===== src/rtl/bram_arbiter.sv =====
// bram_arbiter: two-master request/grant front end for the single-port RLS BRAM.
// Port 0 = RLS datapath, port 1 = host/coefficient loader.
//
// Ports:
//   clka, rst_n              clock, async active-low reset
//   reqN/weN/addrN/wdataN    per-master access request (N = 0,1)
//   lockN                    keep ownership for the next back-to-back access
//   gntN                     combinational grant; accepted when reqN & gntN
//   rvalidN/rdataN           read return for master N
//   bram_wea/addra/dina      registered RAM command
//   bram_douta               RAM read data
//
// Build option: BRAM_ARB_FIXED_PRIO_EN selects fixed priority (port 0 wins)
// instead of the default round-robin with lock.

module bram_arbiter #(
    parameter int unsigned AW           = 15,
    parameter int unsigned DW           = 32,
    parameter int unsigned READ_LATENCY = 1
) (
    input  logic          clka,
    input  logic          rst_n,
    input  logic          req0,
    input  logic          we0,
    input  logic [AW-1:0] addr0,
    input  logic [DW-1:0] wdata0,
    input  logic          lock0,
    input  logic          req1,
    input  logic          we1,
    input  logic [AW-1:0] addr1,
    input  logic [DW-1:0] wdata1,
    input  logic          lock1,
    output logic          gnt0,
    output logic          gnt1,
    output logic          rvalid0,
    output logic          rvalid1,
    output logic [DW-1:0] rdata0,
    output logic [DW-1:0] rdata1,
    output logic          bram_wea,
    output logic [AW-1:0] bram_addra,
    output logic [DW-1:0] bram_dina,
    input  logic [DW-1:0] bram_douta
);

    localparam int unsigned RL = READ_LATENCY;

    logic          acc;
    logic          acc_id;
    logic          sel_we;
    logic [AW-1:0] sel_addr;
    logic [DW-1:0] sel_data;

    assign acc      = (req0 & gnt0) | (req1 & gnt1);
    assign acc_id   = req1 & gnt1;
    assign sel_we   = acc_id ? we1    : we0;
    assign sel_addr = acc_id ? addr1  : addr0;
    assign sel_data = acc_id ? wdata1 : wdata0;

`ifdef BRAM_ARB_FIXED_PRIO_EN

    // lock1 only matters when port 0 is idle, where port 1 wins anyway,
    // so the locks carry no state in this build.
    assign gnt0 = req0;
    assign gnt1 = req1 & ~req0;

`else

    logic last;
    logic own;
    logic own_id;
    logic pick1;
    logic sel_lock;

    assign sel_lock = acc_id ? lock1 : lock0;

    always_comb begin
        pick1 = 1'b0;
        if (req0 & req1) begin
            if (own) pick1 = own_id;
            else     pick1 = ~last;
        end else begin
            pick1 = req1;
        end
    end

    assign gnt0 = req0 & ~pick1;
    assign gnt1 = req1 & pick1;

    // Ownership lasts exactly one cycle past a locked acceptance;
    // it is renewed only by another locked acceptance.
    always_ff @(posedge clka or negedge rst_n) begin
        if (!rst_n) begin
            last   <= 1'b1;
            own    <= 1'b0;
            own_id <= 1'b0;
        end else if (acc) begin
            last   <= acc_id;
            own    <= sel_lock;
            own_id <= acc_id;
        end else begin
            own    <= 1'b0;
        end
    end

`endif

    always_ff @(posedge clka or negedge rst_n) begin
        if (!rst_n) begin
            bram_wea   <= 1'b0;
            bram_addra <= '0;
            bram_dina  <= '0;
        end else if (acc) begin
            bram_wea   <= sel_we;
            bram_addra <= sel_addr;
            bram_dina  <= sel_data;
        end else begin
            bram_wea   <= 1'b0;
        end
    end

    // Bit 0 is aligned with the registered command; the remaining RL
    // stages cover the RAM read latency.
    logic [RL:0] tag_v;
    logic [RL:0] tag_id;

    always_ff @(posedge clka or negedge rst_n) begin
        if (!rst_n) begin
            tag_v  <= '0;
            tag_id <= '0;
        end else begin
            tag_v  <= {tag_v[RL-1:0], acc & ~sel_we};
            tag_id <= {tag_id[RL-1:0], acc_id};
        end
    end

    assign rvalid0 = tag_v[RL] & ~tag_id[RL];
    assign rvalid1 = tag_v[RL] & tag_id[RL];
    assign rdata0  = bram_douta;
    assign rdata1  = bram_douta;

endmodule


===== config.mk =====
export PLATFORM = sky130hd
export DESIGN_NAME = bram_arbiter
export DESIGN_NICKNAME = d
export VERILOG_FILES = /design/src/rtl/bram_arbiter.sv
export SDC_FILE = /design/constraint.sdc
export NUM_CORES = 1
export LEC_CHECK = 0
export CAP_MARGIN = 20
export CORE_MARGIN = 4
export CORE_UTILIZATION = 38
export CTS_BUF_LIST = sky130_fd_sc_hd__clkbuf_8
export DETAILED_ROUTE_END_ITERATION = 16
export PLACE_DENSITY = 0.94
export SKIP_CTS_REPAIR_TIMING = 1
export SLEW_MARGIN = 20
export SYNTH_ARGS = -nofsm -noshare
export SYNTH_HDL_FRONTEND = slang
export SYNTH_SLANG_ARGS = --single-unit

===== constraint.sdc =====
create_clock -name clka -period 2.8 [get_ports clka]
set_input_delay 0.28 -clock clka [delete_from_list [all_inputs] [get_ports clka]]
set_output_delay 0.28 -clock clka [all_outputs]
set_load 0.05 [all_outputs]

==> impl_metrics.py, run 1 <==
metrics = {
    "status": {
        "status": "finished, final reports clean",
    },
    "timing": {
        "final.period_utilization": 0.9063,
        "maxSlewViolCount": 0,
        "finalHoldViolations": 0,
        "layout_setup_ws_ns": 0.2625,
        "fmax_mhz": 394.1,
        "fin_crit_ns": 2.538,
        "clock-skew-final_ns": 0.009261,
        "report.final.setup_viol": 0,
        "rsz0062_at_grt": "false",
        "worstMarginPinSlew_ns": 0.8200,
        "final.setup.tns_ns": 0,
        "relSlewSlack": 0.4533,
    },
    "grt": {
        "grt_use_total": 0.1665,
        "grt_max_degree": 49,
        "grt_pass1_vias": 2922,
        "overflow": 0,
        "grt_pass1_wl_mm": 13.77,
        "grt_antenna_before_repair": 0,
    },
    "worst_setup_path": {
        "worst_setup_path_start_kind": "flop",
        "worstPathMaxFanout": 3,
        "endpoint_kind": "output pin",
        "worstPathArrival_ns": 2.26,
        "crit_slowest_cell": "clkdlybuf4s50_1",
        "startpoint": "last",
        "r2r-start": "last",
        "required_ns": 2.52,
        "path_class": "flop to output pin",
        "worstPathCellList": "nor2b_1 -> or3b_1 -> nand2_1 -> inv_1 -> clkdlybuf4s50_1",
        "slowest_delay_ns": 0.83,
    },
    "job": {
        "cap_violations": 0,
    },
    "die": {
        "row_count": 33,
        "dieWidth_um": 101.6,
        "coreArea_mm2": 0.008382,
        "dieArea_mm2": 0.01032,
        "start_util": 0.3969,
        "die_h_um": 101.6,
        "io-pin-count": 250,
    },
    "power": {
        "cellInternalPower_mw": 1.527,
        "p_seq_frac": 0.387,
        "switching_share": 0.3851,
        "p_sw_mw": 0.9566,
        "combinationalPowerShare": 0.443,
        "powerDensity_mw_per_mm2": 552.5,
        "p_leak_nw": 1.939,
        "irDropWorstVdd_v": 0.0002570,
        "power_mw": 2.484,
        "pwr-share-clk": 0.169,
    },
    "yosys": {
        "yosysSeqAreaShare": 0.4141,
        "synth_area_per_cell_um2": 9.615,
        "ys_seq_elements": 55,
        "synth_area_leaders": "dfrtp_1 41%, buf_4 15%, mux2_2 14%, o22ai_1 9.0%, a21oi_1 7.1%",
        "yosysUniqueCellTypes": 20,
        "syn-instance-count": 346,
        "synth_top_area_frac": 0.4062,
        "syn-num-nets": 480,
        "netlist_area_mm2": 0.003327,
        "yosysTopAreaCell": "dfrtp_1",
        "yosysWarnings": 0,
    },
    "placed_design": {
        "place_congestion": 0.7268,
        "pre_cts_slack_ns": 0.5890,
        "portBuffers": 153,
        "dp.cells": 525,
        "dp_hpwl_mm": 6.560,
    },
    "clocking": {
        "cts_buffers": 5,
        "clk_pin_slew_worst_paths_ns": 0.09,
        "h-tree-depth": 2,
        "clock_sinks": 55,
        "worstSkewPairLatency_ns": 0.31,
        "clk_path_buf_depth": 2,
        "cts_tree": "built",
        "root_buffer": "clkbuf_8",
    },
    "drt": {
        "drc": 0,
        "via_per_inst": 5.004,
        "ant_nets": 0,
        "drtPass1Iterations": 4,
        "drt_iter0_markers": 83,
        "vias": 2667,
        "post_drt_wl_per_cell_um": 16.72,
        "drt-total-wl_mm": 8.912,
    },
    "worst_hold_path": {
        "holdCritPathClass": "primary input to asynchronous set/reset pin",
    },
    "final_layout": {
        "final-instance-count-excl-fill": 533,
        "area_growth_pct": 35.13,
        "fill_cells": 777,
        "fin_nets": 561,
        "fin_util": 0.5363,
        "drive_gt1_frac": 0.1402,
        "antenna_cells": 0,
    },
}
## path summary, 6_finish.rpt
| path | to | slack (ns) | cells after the start |
|---|---|---|---|
| worst max-delay path | gnt0 | 0.26 | 5 |
| worst min-delay path | bram_dina[23] | 0.05 | 1 |
| worst max register to register | own | 1.05 | 6 |
| worst min register to register | tag_id[1] | 0.35 | 0 |
| max in group asynchronous | bram_dina[0] | 1.96 | 2 |
| min in group clka | tag_id[1] | 0.35 | 0 |
## stage by stage
step                      hold WS (ns)  instance area, µm²
after detailed placement        0.3358                4415
after CTS                      0.08847                4496
after global routing            0.1149                4496
after floorplan               -0.01559                3327
final                          0.05384                4496
after global placement          0.3324                4415
## cells by family after synthesis
group / after synthesis / share of synthesized area
buffers and inverters: 137 / 0.2418
muxes: 47 / 0.1591
and+or+nand+nor: 7 / 0.01317
AOI/OAI and AO/OA: 100 / 0.1719
DFF: 55 / 0.4141
## registers in the layout (all words and copies together) (netlist names)
register / cells
bram_dina: 32
bram_addra: 15
tag_id: 2
tag_v: 2
bram_wea: 1
last: 1
own: 1
own_id: 1
## cells in the mapped netlist
cell type,count
dfstp_2,1
nor2b_1,3
nand2_2,1
o22ai_1,48
dfrtp_1,54
buf_6,3
mux2_1,6
nand2_1,1
buf_2,13
and2_1,1
inv_2,1
o21ai_2,1
inv_1,51
clkbuf_1,2
a22o_1,2
o21ai_0,2
or3b_1,1
a21oi_1,47
buf_4,67
mux2_2,41
## power by group through the flow
| stage | sequential (mW) | clock, mW | combinational [mW] |
|---|---|---|---|
| 6_report | 0.962 | 0.420 | 1.10 |
| 5_1_grt | 0.977 | 0.472 | 1.16 |
| 3_5_place_dp | 0.978 | 0 | 1.11 |
| 2_1_floorplan | 1.34 | 0 | 0.549 |
| 3_3_place_gp | 0.973 | 0 | 1.09 |
| 4_1_cts | 0.964 | 0.441 | 1.11 |
## critical path, delay by kind of cell, from the launching register on
family	cells	cell delay, ns
AND/OR/NAND/NOR	3	0.46
buffers and inverters	2	0.97
flip-flops	1	0.54
## layout by cell type, fill, tap and decap left out, drive strengths merged
cell type / synthesis / final
clkdlybuf4s50: 0 / 149
a22o: 2 / 2
buf: 83 / 10
dfstp: 1 / 1
nor2b: 3 / 3
a21oi: 47 / 47
and2: 1 / 1
dfrtp: 54 / 54
nand2: 2 / 2
or3b: 1 / 1
inv: 52 / 55
o22ai: 48 / 48
o21ai: 3 / 3
mux2: 47 / 47
clkbuf: 2 / 5
## layout make-up
class | count | area [µm²] | share of cell area
sequential | 55 | 1378 | 0.3064
timing repair buffer | 159 | 1559 | 0.3468
clock buffer | 5 | 68.82 | 0.01531
inverter | 52 | 195.2 | 0.04342
tap | 105 | 131.4 | 0.02922
clock inverter | 3 | 11.26 | 0.002505
multi-input combinational | 154 | 1152 | 0.2563
## metal layers
metal | GRT usage | vias to the layer above | wire (µm)
li1 | - | 1266 | -
met1 | 0.1803 | 1274 | 3352
met2 | 0.3149 | 101 | 4776
met3 | 0.04270 | 26 | 600
met4 | 0.05112 | 0 | 182
met5 | 0 | - | 0
No activity file was read; power rests on OpenSTA's default activity.
==> inputs of run 2 (changes only) <==
--- a/config.mk
+++ b/config.mk
@@ -5,12 +5,13 @@
 export SDC_FILE = /design/constraint.sdc
 export NUM_CORES = 1
 export LEC_CHECK = 0
+export ABC_AREA = 1
 export CAP_MARGIN = 20
-export CORE_MARGIN = 4
+export CORE_MARGIN = 2
 export CORE_UTILIZATION = 38
 export CTS_BUF_LIST = sky130_fd_sc_hd__clkbuf_8
 export DETAILED_ROUTE_END_ITERATION = 16
-export PLACE_DENSITY = 0.94
+export PLACE_DENSITY = 0.89
 export SKIP_CTS_REPAIR_TIMING = 1
 export SLEW_MARGIN = 20
 export SYNTH_ARGS = -nofsm -noshare
==> impl_metrics.py, run 2 <==
metrics = {
    "drt": {
        "drt_iter0_markers": 120,
        "post_drt_wl_per_cell_um": 13.09,
        "drt-total-wl_mm": 8.457,
        "drtPass1Iterations": 4,
        "drc": 0,
        "vias": 3084,
        "ant_nets": 0,
        "via_per_inst": 4.774,
    },
    "die": {
        "io-pin-count": 250,
        "dieWidth_um": 97.32,
        "row_count": 34,
        "coreArea_mm2": 0.008593,
        "dieArea_mm2": 0.009471,
        "die_h_um": 97.32,
        "start_util": 0.3851,
    },
    "timing": {
        "worstMarginPinSlew_ns": 0.6038,
        "fmax_mhz": 515.1,
        "maxSlewViolCount": 0,
        "final.setup.tns_ns": 0,
        "relSlewSlack": 0.5975,
        "rsz0062_at_grt": "false",
        "finalHoldViolations": 25,
        "hold_ws_ns": -0.02572,
        "fin_crit_ns": 1.942,
        "final.period_utilization": 0.6934,
        "clock-skew-final_ns": 0.01301,
        "report.final.setup_viol": 0,
    },
    "yosys": {
        "yosysWarnings": 0,
        "syn-num-nets": 594,
        "async_reset_ff_frac": 1.000,
        "synth_common_cells": "104 x nand2_1, 96 x nand3_1, 66 x buf_4",
        "synth_top_area_frac": 0.4083,
        "ys_seq_elements": 55,
        "synth_area_leaders": "dfrtp_1 41%, buf_4 15%, nand3_1 15%, nand2_1 12%, inv_1 6.5%",
        "synth_most_common_cell": "nand2_1",
        "netlist_area_mm2": 0.003309,
        "synth_edf_count": 0,
        "synth_area_per_cell_um2": 7.194,
        "syn-instance-count": 460,
        "yosysTopAreaCell": "dfrtp_1",
        "yosysSeqAreaShare": 0.4163,
        "yosysUniqueCellTypes": 17,
        "ys.flop_type": "dfrtp_1",
    },
    "placed_design": {
        "dp_hpwl_mm": 6.246,
        "placed_area_mm2": 0.004419,
        "place_congestion": 0.8271,
        "portBuffers": 153,
    },
    "status": {
        "violations": "negative hold slack",
        "status": "finished with violations",
    },
    "clocking": {
        "cts_tree": "built",
        "root_buffer": "clkbuf_8",
        "cts_buffers": 5,
        "clk_path_buf_depth": 2,
        "worstSkewPairLatency_ns": 0.31,
        "h-tree-depth": 2,
        "clock_sinks": 55,
        "clk_pin_slew_worst_paths_ns": 0.10,
    },
    "grt": {
        "grt_antenna_before_repair": 0,
        "grt_use_total": 0.1746,
        "overflow": 0,
        "grt_max_degree": 52,
        "grt_pass1_vias": 3117,
        "grt_pass1_wl_mm": 13.99,
    },
    "worst_setup_path": {
        "worst_setup_path_start_kind": "flop",
        "worstPathMaxFanout": 26,
        "endpoint_kind": "output pin",
        "worstPathArrival_ns": 1.66,
        "required_ns": 2.52,
        "path_class": "flop to output pin",
    },
    "final_layout": {
        "final_area_mm2": 0.004536,
        "final_cell_mix": "149 x clkdlybuf4s50_1, 104 x nand2_1, 96 x nand3_1",
        "final_common_cell": "clkdlybuf4s50_1",
        "reg.largest.list": "bram_dina: 32 flops, bram_addra: 15 flops",
        "fill_cells": 800,
        "area_growth_pct": 37.05,
        "fin_nets": 671,
        "largest_register_ffs": 32,
        "top_register": "bram_dina",
        "antenna_cells": 0,
        "drive_gt1_frac": 0.04275,
        "fin_util": 0.5278,
    },
    "power": {
        "p_leak_nw": 2.203,
        "powerDensity_mw_per_mm2": 543.9,
        "power_mw": 2.467,
        "irDropWorstVdd_v": 0.0002473,
    },
    "job": {
        "cap_violations": 0,
    },
    "worst_hold_path": {
        "holdCritPathClass": "primary input to asynchronous set/reset pin",
    },
}
==> run 2: cell types whose count changed after synthesis, moves of 41 or more <==
cell	previous run	this run
o22ai_1	48	0
mux2_2	41	0
nor2_1	0	52
nand2_1	1	104
nand3_1	0	96
a21oi_1	47	1
==> run 2: cell type report <==
| cell class | count | area (µm²) | area share |
|---|---|---|---|
| timing repair buffer | 160 | 1582 | 0.3487 |
| clock inverter | 3 | 47.55 | 0.01048 |
| sequential | 55 | 1378 | 0.3037 |
| tap | 108 | 135.1 | 0.02979 |
| multi-input combinational | 258 | 1111 | 0.2450 |
| inverter | 57 | 214.0 | 0.04717 |
| clock buffer | 5 | 68.82 | 0.01517 |
==> run 2: layer usage <==
layer,wire [µm],global-route usage
met5,0,0
met4,195,0.05769
met3,657,0.05108
met2,4255,0.3130
met1,3348,0.1992
==> run 2: path summary, 6_finish.rpt <==
kind / end / slack (ns) / start / cells after the start
min reg2reg: tag_v[1] / 0.36 / tag_v[0] / 0
min in group clka: tag_v[1] / 0.36 / tag_v[0] / 0
min: bram_addra[10] / -0.03 / rst_n / 1
max reg2reg: bram_wea / 1.33 / own / 7
max: gnt1 / 0.86 / last / 7
max in group asynchronous: last / 1.97 / rst_n / 2
==> run 2: critical path: stages (launching register included) <==
cell	delay [ns]
dfstp_2	0.53
inv_1	0.04
nand2_1	0.06
nand3_2	0.07
nand2_2	0.09
buf_4	0.28
inv_1	0.09
buf_4	0.20
==> run 2: per-stage QoR <==
stage	cells	setup WS (ns)
after floorplan	460	0.9869
after global placement	638	0.9461
after detailed placement	638	0.8979
after CTS	646	0.8513
after global routing	646	0.7641
final	646	0.8585
==> run 2: logic make-up after synthesis <==
group,after synthesis,synth area share
AND/OR/NAND/NOR,256,0.3327
buffers and inverters,147,0.2480
flip-flops,55,0.4163
AO/OA/AOI/OAI,2,0.003022
==> run 2: power breakdown <==
group,switching (mW),total (mW),internal [mW]
Combinational,0.599,0.970,0.371
Clock,0.272,0.544,0.272
Sequential,0.0571,0.954,0.896
==> inputs of run 3 (changes only) <==
--- a/config.mk
+++ b/config.mk
@@ -8,10 +8,10 @@
 export ABC_AREA = 1
 export CAP_MARGIN = 20
 export CORE_MARGIN = 2
-export CORE_UTILIZATION = 38
+export CORE_UTILIZATION = 35
 export CTS_BUF_LIST = sky130_fd_sc_hd__clkbuf_8
 export DETAILED_ROUTE_END_ITERATION = 16
-export PLACE_DENSITY = 0.89
+export PLACE_DENSITY = 0.83
 export SKIP_CTS_REPAIR_TIMING = 1
 export SLEW_MARGIN = 20
 export SYNTH_ARGS = -nofsm -noshare
==> constraint.sdc (replaced) <==
create_clock -name clka -period 1.9 [get_ports clka]
set_input_delay 0.19 -clock clka [delete_from_list [all_inputs] [get_ports clka]]
set_output_delay 0.19 -clock clka [all_outputs]
set_load 0.05 [all_outputs]
==> impl_metrics.py, run 3 (synthesis results as in run 2) <==
metrics = {
    "status": {
        "status": "finished, final reports clean",
    },
    "drt": {
        "post_drt_wl_per_cell_um": 12.99,
        "drc": 0,
        "drt_iter0_markers": 89,
        "drt-total-wl_mm": 8.458,
        "drtPass1Iterations": 4,
        "vias": 3106,
        "ant_nets": 0,
        "via_per_inst": 4.771,
    },
    "clocking": {
        "clk_pin_slew_worst_paths_ns": 0.10,
        "h-tree-depth": 2,
        "root_buffer": "clkbuf_8",
        "clock_sinks": 55,
        "clk_path_buf_depth": 2,
        "cts_tree": "built",
        "cts_buffers": 5,
        "worstSkewPairLatency_ns": 0.31,
    },
    "final_layout": {
        "final_area_mm2": 0.004596,
        "final-instance-count-excl-fill": 651,
        "final_cell_mix": "148 x clkdlybuf4s50_1, 104 x nand2_1, 96 x nand3_1",
        "area_growth_pct": 38.87,
        "antenna_cells": 0,
        "fin_nets": 673,
        "drive_gt1_frac": 0.04815,
        "top_register": "bram_dina",
        "largest_register_ffs": 32,
        "final_common_cell": "clkdlybuf4s50_1",
        "reg.largest.list": "bram_dina: 32 flops, bram_addra: 15 flops",
        "fill_cells": 883,
    },
    "worst_setup_path": {
        "worstPathArrival_ns": 1.58,
        "critPathTopFamily": "buffers and inverters",
        "worst_setup_path_start_kind": "flop",
        "required_ns": 1.71,
        "worst-path-buf-inv": 2,
        "path_class": "flop to output pin",
        "endpoint_kind": "output pin",
        "worstPathMaxFanout": 2,
        "worstPathCellList": "nand2_1 -> inv_1 -> clkdlybuf4s50_1",
        "slowest_delay_ns": 0.81,
        "crit_slowest_cell": "clkdlybuf4s50_1",
    },
    "timing": {
        "maxSlewViolCount": 0,
        "clock-skew-final_ns": 0.008662,
        "fmax_mhz": 565.7,
        "hold_ws_ns": 0.3539,
        "finalHoldViolations": 0,
        "fin_crit_ns": 1.768,
        "relSlewSlack": 0.6123,
        "final.setup.tns_ns": 0,
        "rsz0062_at_grt": "false",
        "worstMarginPinSlew_ns": 0.5815,
        "final.period_utilization": 0.9304,
        "report.final.setup_viol": 0,
    },
    "die": {
        "coreArea_mm2": 0.009196,
        "start_util": 0.3599,
        "io-pin-count": 250,
        "dieArea_mm2": 0.01025,
        "row_count": 35,
        "die_h_um": 101.2,
        "dieWidth_um": 101.2,
    },
    "placed_design": {
        "portBuffers": 153,
        "place_congestion": 0.7713,
        "dp_hpwl_mm": 6.339,
        "placed_area_mm2": 0.004466,
        "dp.cells": 642,
    },
    "power": {
        "p_leak_nw": 2.227,
        "switching_share": 0.3725,
        "power_mw": 3.623,
        "powerDensity_mw_per_mm2": 788.4,
        "pwr-share-clk": 0.213,
        "p_seq_frac": 0.388,
        "combinationalPowerShare": 0.398,
        "p_sw_mw": 1.350,
        "irDropWorstVdd_v": 0.0004311,
        "cellInternalPower_mw": 2.273,
    },
    "grt": {
        "grt_use_total": 0.1574,
        "grt_antenna_before_repair": 0,
        "grt_max_degree": 52,
        "grt_pass1_vias": 2951,
        "grt_pass1_wl_mm": 13.12,
        "overflow": 0,
    },
    "job": {
        "cap_violations": 0,
    },
    "worst_hold_path": {
        "holdCritPathClass": "primary input to flop",
    },
}
[run 3: cell types whose count changed in the layout (fill, tap and decap cells not counted)]
cell	delta
clkinv_2	+1
inv_6	-1
nor2_1	-1
buf_4	-1
dlygate4sd3_1	+1
nor2_2	+1
buf_12	+3
nand2_2	-1
clkdlybuf4s50_1	-1
nand2_4	+1
[run 3: power by group through the flow]
| stage | Sequential [mW] | Clock [mW] | Combinational [mW] |
|---|---|---|---|
| global route | 1.43 | 0.864 | 1.53 |
| global placement | 1.43 | 0 | 1.43 |
| CTS | 1.41 | 0.813 | 1.45 |
| detailed placement | 1.43 | 0 | 1.45 |
| finish | 1.41 | 0.773 | 1.44 |
| floorplan | 1.90 | 0 | 0.712 |
[run 3: worst register-to-register path, delay by kind of cell (launching register included)]
kind,cells,cell delay (ns)
simple gates,4,0.41
buf+inv,2,0.35
flops,1,0.53
[run 3: through the flow]
| step | utilization | setup WS (ns) |
|---|---|---|
| finish | 0.4997 | 0.1322 |
| detailed placement | 0.4856 | 0.1861 |
| global placement | 0.4856 | 0.2300 |
| floorplan | - | 0.1769 |
| global route | 0.4997 | 0.01164 |
| CTS | 0.4978 | 0.02172 |
[run 3: layout make-up]
class	instances	area [µm²]	share of cell area
flip-flops and latches	55	1378	0.2998
repair buffers	162	1634	0.3556
clock inverters	3	43.79	0.009529
multi-input cells	258	1119	0.2434
inverters	57	214.0	0.04656
clock buffers	5	68.82	0.01497
well taps	111	138.9	0.03022
[run 3: final timing paths]
check                      slack (ns)       endpoint      start  depth (start not counted)
max                              0.13        rvalid1  tag_id[1]                          3
min                              0.35  bram_dina[26]       req1                          3
max reg2reg                      0.48  bram_addra[8]       last                          6
min reg2reg                      0.37       tag_v[1]   tag_v[0]                          0
max in group asynchronous        0.84           last      rst_n                          3
min in group asynchronous        0.42  bram_addra[4]      rst_n                          2
[run 3: per-layer routing]
metal | global-route usage | part of all wire | vias to the layer above
li1 | - | - | 1496
met1 | 0.1813 | 0.40 | 1425
met2 | 0.2858 | 0.49 | 155
met3 | 0.03658 | 0.084 | 30
met4 | 0.05405 | 0.022 | 0
met5 | 0 | 0 | -
